`src/rtl/thread_scheduler.sv`:
```
// Two-thread fine-grained scheduler: IDLE -> SWITCH (flush pulse) -> RUN, switch on block/disable.
// Define THREAD_QUANTUM_EN to add time-sliced preemption after QUANTUM unstalled RUN cycles.
module thread_scheduler #(
  parameter int QUANTUM = 16
) (
  input  logic       clk,
  input  logic       rst,
  input  logic [1:0] thread_en,
  input  logic       i_block_valid,
  input  logic       i_block_tid,
  input  logic       i_unblock_valid,
  input  logic       i_unblock_tid,
  input  logic       i_stall,
  output logic       o_thread_id,
  output logic       o_thread_valid,
  output logic       o_switch,
  output logic [1:0] o_blocked
);

  typedef enum logic [1:0] {IDLE, SWITCH, RUN} state_t;

  state_t     state_q, state_d;
  logic       tid_q, tid_d;
  logic       last_q, last_d;
  logic [1:0] blocked_q, blocked_d;
  logic       valid_q, switch_q;
  logic [1:0] runnable;
  logic       cur_out;

`ifdef THREAD_QUANTUM_EN
  localparam int CW = $clog2(QUANTUM);
  logic [CW-1:0] cnt_q, cnt_d;
`else
  logic unused_stall;
  assign unused_stall = i_stall;
`endif

  // Decisions use the registered flags, so a same-cycle unblock is not yet visible.
  assign runnable = thread_en & ~blocked_q;

  always_comb begin
    for (int t = 0; t < 2; t++) begin
      blocked_d[t] = blocked_q[t];
      if (i_block_valid && (i_block_tid == 1'(t)))     blocked_d[t] = 1'b1;
      if (i_unblock_valid && (i_unblock_tid == 1'(t))) blocked_d[t] = 1'b0;
    end
  end

  always_comb begin
    state_d = state_q;
    tid_d   = tid_q;
    last_d  = last_q;
    cur_out = 1'b0;
`ifdef THREAD_QUANTUM_EN
    cnt_d   = cnt_q;
`endif
    case (state_q)
      IDLE: begin
        if (|runnable) begin
          state_d = SWITCH;
          tid_d   = runnable[~last_q] ? ~last_q : last_q;
        end
      end
      SWITCH: begin
        state_d = RUN;
`ifdef THREAD_QUANTUM_EN
        cnt_d   = '0;
`endif
      end
      RUN: begin
        last_d  = tid_q;
        // A thread blocked while its SWITCH was in flight is also evicted here.
        cur_out = (i_block_valid && (i_block_tid == tid_q)) || !runnable[tid_q];
        if (cur_out) begin
          if (runnable[~tid_q]) begin
            state_d = SWITCH;
            tid_d   = ~tid_q;
          end else begin
            state_d = IDLE;
          end
        end
`ifdef THREAD_QUANTUM_EN
        else if (!i_stall) begin
          if (cnt_q == CW'(QUANTUM - 1)) begin
            if (runnable[~tid_q]) begin
              state_d = SWITCH;
              tid_d   = ~tid_q;
            end
          end else begin
            cnt_d = cnt_q + 1'b1;
          end
        end
`endif
      end
      default: state_d = IDLE;
    endcase
  end

  always_ff @(posedge clk) begin
    if (rst) begin
      state_q   <= IDLE;
      tid_q     <= 1'b0;
      last_q    <= 1'b1;
      blocked_q <= 2'b00;
      valid_q   <= 1'b0;
      switch_q  <= 1'b0;
`ifdef THREAD_QUANTUM_EN
      cnt_q     <= '0;
`endif
    end else begin
      state_q   <= state_d;
      tid_q     <= tid_d;
      last_q    <= last_d;
      blocked_q <= blocked_d;
      valid_q   <= (state_d == RUN);
      switch_q  <= (state_d == SWITCH);
`ifdef THREAD_QUANTUM_EN
      cnt_q     <= cnt_d;
`endif
    end
  end

  assign o_thread_id    = tid_q;
  assign o_thread_valid = valid_q;
  assign o_switch       = switch_q;
  assign o_blocked      = blocked_q;

endmodule
```
`config.mk`:
```
export PLATFORM = sky130hd
export DESIGN_NAME = thread_scheduler
export DESIGN_NICKNAME = d
export VERILOG_FILES = /design/src/rtl/thread_scheduler.sv
export SDC_FILE = /design/constraint.sdc
export NUM_CORES = 1
export LEC_CHECK = 0
export CORE_AREA = 2 2 39 41
export DETAILED_ROUTE_END_ITERATION = 7
export DIE_AREA = 0 0 41 43
export GPL_TIMING_DRIVEN = 0
export MAX_ROUTING_LAYER = met4
export PLACE_DENSITY = 0.68
export SLEW_MARGIN = 10
export SYNTH_ARGS = -nofsm -noshare
export SYNTH_HDL_FRONTEND = slang
export SYNTH_SLANG_ARGS = --single-unit
```
`constraint.sdc`:
```
create_clock -name clk -period 2.3 [get_ports clk]
set_input_delay 0.46 -clock clk [delete_from_list [all_inputs] [get_ports clk]]
set_output_delay 0.46 -clock clk [all_outputs]
set_load 0.01 [all_outputs]
```
==> summary.txt <==
Run status
  • Run status: finished, final reports clean

Yosys
  • Number of synthesized register bits: 8
  • Post-Synth Simple-Gate Area: 0.374
  • Largest family of logic cells by synthesized area: simple AND/OR/NAND/NOR gates
  • Synth Area in Compound Gates: 0.203
  • Area share of fa/ha/maj cells after synthesis: 0
  • Xor-xnor portion of the synthesized cell area: 0
  • Post-synthesis mux area share: 0
  • Sequential area share after synthesis: 0.413
  • Syn Area/Cell: 9.46 um^2
  • Synth Net Count: 50
  • Post-synthesis cell count: 41
  • Yosys cell types: 19
  • Warnings, synthesis: 0
  • Mapped Area: 388 um^2

CTS
  • TritonCTS clock tree: done
  • Setup bufs post-CTS: 0
  • Total CTS buffers: 3
  • CTS root buffer: clkbuf_4
  • Clk sinks: 8
  • PostCTS Resize Cnt: 0
  • Clock tree buffer depth: 2
  • Reg clk slew, reported paths: 0.05 ns
  • Clock Latency Late Sink: 0.25 ns
  • H-tree depth: 1
  • Cts hold-fix bufs: 0

Detailed routing
  • Wire length on met1: 357 um
  • 1st-pass router iterations: 4
  • Wire length per cell after detailed routing: 10.3 um
  • Top sig layer: met4
  • Routed wire length: 731 um
  • Routed via count: 337
  • Drt first-iter violations: 5
  • WL met2: 315 um
  • Post-route DRC violation count: 0
  • Wire length on met3: 50 um
  • Final ANT Viol Nets: 0
  • DR vias/cell: 4.75

Worst setup path
  • CP Launch Type: input port
  • Worst path required time: 2.46 ns
  • Crit path arrival time: 1.87 ns
  • Critical-path maximum fanout: 5
  • CP Class: in -> reg
  • Crit path capture type: flop
  • Setup slack, reg-to-reg: 0.94 ns

Die
  • Die W: 41 um
  • Row count: 14
  • Full die area: 1760 um^2
  • I/O pin total: 14
  • Core area: 1380 um^2
  • Die H: 43 um
  • Starting density of the core: 0.280

Timing
  • Relative slew margins: 0.737
  • Period utilisation layout: 0.747
  • RSZ-0062 raised after global routing: no
  • Final Skew: 0.00171 ns
  • Final worst path period need: 1.72 ns
  • Setup TNS: 0 ns
  • Slew Viols, Final: 0
  • Fmax: 0.582 GHz
  • Final Hold Viols: 0
  • Final setup fails: 0
  • Worst-margin pin slew: 0.395 ns

Finish
  • Commonest non-fill, non-tap cell in the layout: clkdlybuf4s50_1
  • Diode count: 0
  • Final #Nets: 66
  • Layout cells sized above 1: 0.164
  • Area Overhead vs Synth: 39.4%
  • Commonest non-fill, non-tap cells in the layout: 11 x clkdlybuf4s50_1, 8 x dfxtp_1, 5 x a21oi_1

GRT
  • Vias in the first global route: 298
  • GRT Util Overall: 0.105
  • First-pass GRT wire length: 1190 um
  • GR Overflow Total: 0
  • Initial antenna violation count: 0
  • Largest net degree at the start of global routing: 10

Pwr
  • Leak: 0.202 nW
  • Pwr Density: 642 nW/um^2
  • IR drop worst, VDD: 0.221 mV
  • Final Total Pwr: 0.000347 W

Hold path
  • Hold Crit Class: reg -> reg

Place
  • Input/output buffers: 11
  • Final RePlAce weighted congestion: 0.720
  • DP HPWL: 542 um

Flow run
  • MaxCap Viol Count: 0
synth_stat cells:
cell	instances	area, um^2
nor2b_1	4	25.0
or3_4	1	11.3
a211oi_1	1	7.51
and3_2	2	15.0
nand2b_1	3	18.8
o32ai_1	1	8.76
nand2b_4	1	13.8
nor3_1	2	10.0
o41ai_2	1	16.3
nor2b_4	1	13.8
dfxtp_1	8	160
a21oi_1	5	25.0
nor2_1	1	3.75
clkbuf_1	1	3.75
o21ai_0	1	5.00
a21boi_1	1	7.51
o41ai_1	1	8.76
nand2_1	3	11.3
nor3b_1	3	22.5
sequential cells by signal (all words and copies together), names as in the netlist:
name / cells
state_q: 2
o_blocked: 2
o_thread_valid: 1
o_switch: 1
o_thread_id: 1
last_q: 1
final cells by class:
class | count | area (um^2)
fill | 148 | 843
multi-input combinational | 32 | 224
sequential | 8 | 160
timing repair buffer | 11 | 110
clock buffer | 3 | 22.5
tap | 16 | 20.0
buffer | 1 | 3.75
critical path, stage by stage:
cell and delay (ns):
clkdlybuf4s50_1 0.46, nor2b_4 0.18, nor3b_1 0.08, or3_4 0.39, o41ai_2 0.30
report_power, final:
| group | internal, W | switching, W |
|---|---|---|
| clock | 0.0000596 | 0.0000455 |
| combinational | 0.0000470 | 0.0000314 |
| sequential | 0.000152 | 0.0000116 |
| total | 0.000259 | 0.0000885 |
through the flow:
stage / worst slack [ns] / utilization / area (um^2) / std cells / hold WS [ns]
global placement: 0.341 / 0.374 / 518 / 68 / 0.471
CTS: 0.570 / 0.391 / 541 / 71 / 0.488
detailed placement: 0.339 / 0.374 / 518 / 68 / 0.473
global route: 0.511 / 0.391 / 541 / 71 / 0.530
finish: 0.581 / 0.391 / 541 / 71 / 0.489
floorplan: 0.879 / - / 388 / 41 / 0.443
routing by layer:
metal | vias up | track usage
met5 | - | -
met4 | 0 | 0.0800
met3 | 2 | 0.0471
met2 | 9 | 0.125
met1 | 149 | 0.132
li1 | 177 | -
worst paths after layout:
kind                                   from                        to  depth (start not counted)
setup reg to reg  o_blocked[1]$_SDFFE_PP0P_  o_thread_id$_SDFFE_PP0P_                          4
hold / removal          last_q$_SDFFE_PP1N_       last_q$_SDFFE_PP1N_                          2
hold reg to reg         last_q$_SDFFE_PP1N_       last_q$_SDFFE_PP1N_                          2
setup / recovery               thread_en[1]  o_thread_id$_SDFFE_PP0P_                          5
cell families after synthesis:
| kind of cell | Yosys count |
|---|---|
| simple gates | 21 |
| compound gates | 11 |
| flops | 8 |
| buf+inv | 1 |
(Power assumes the default switching activity.)
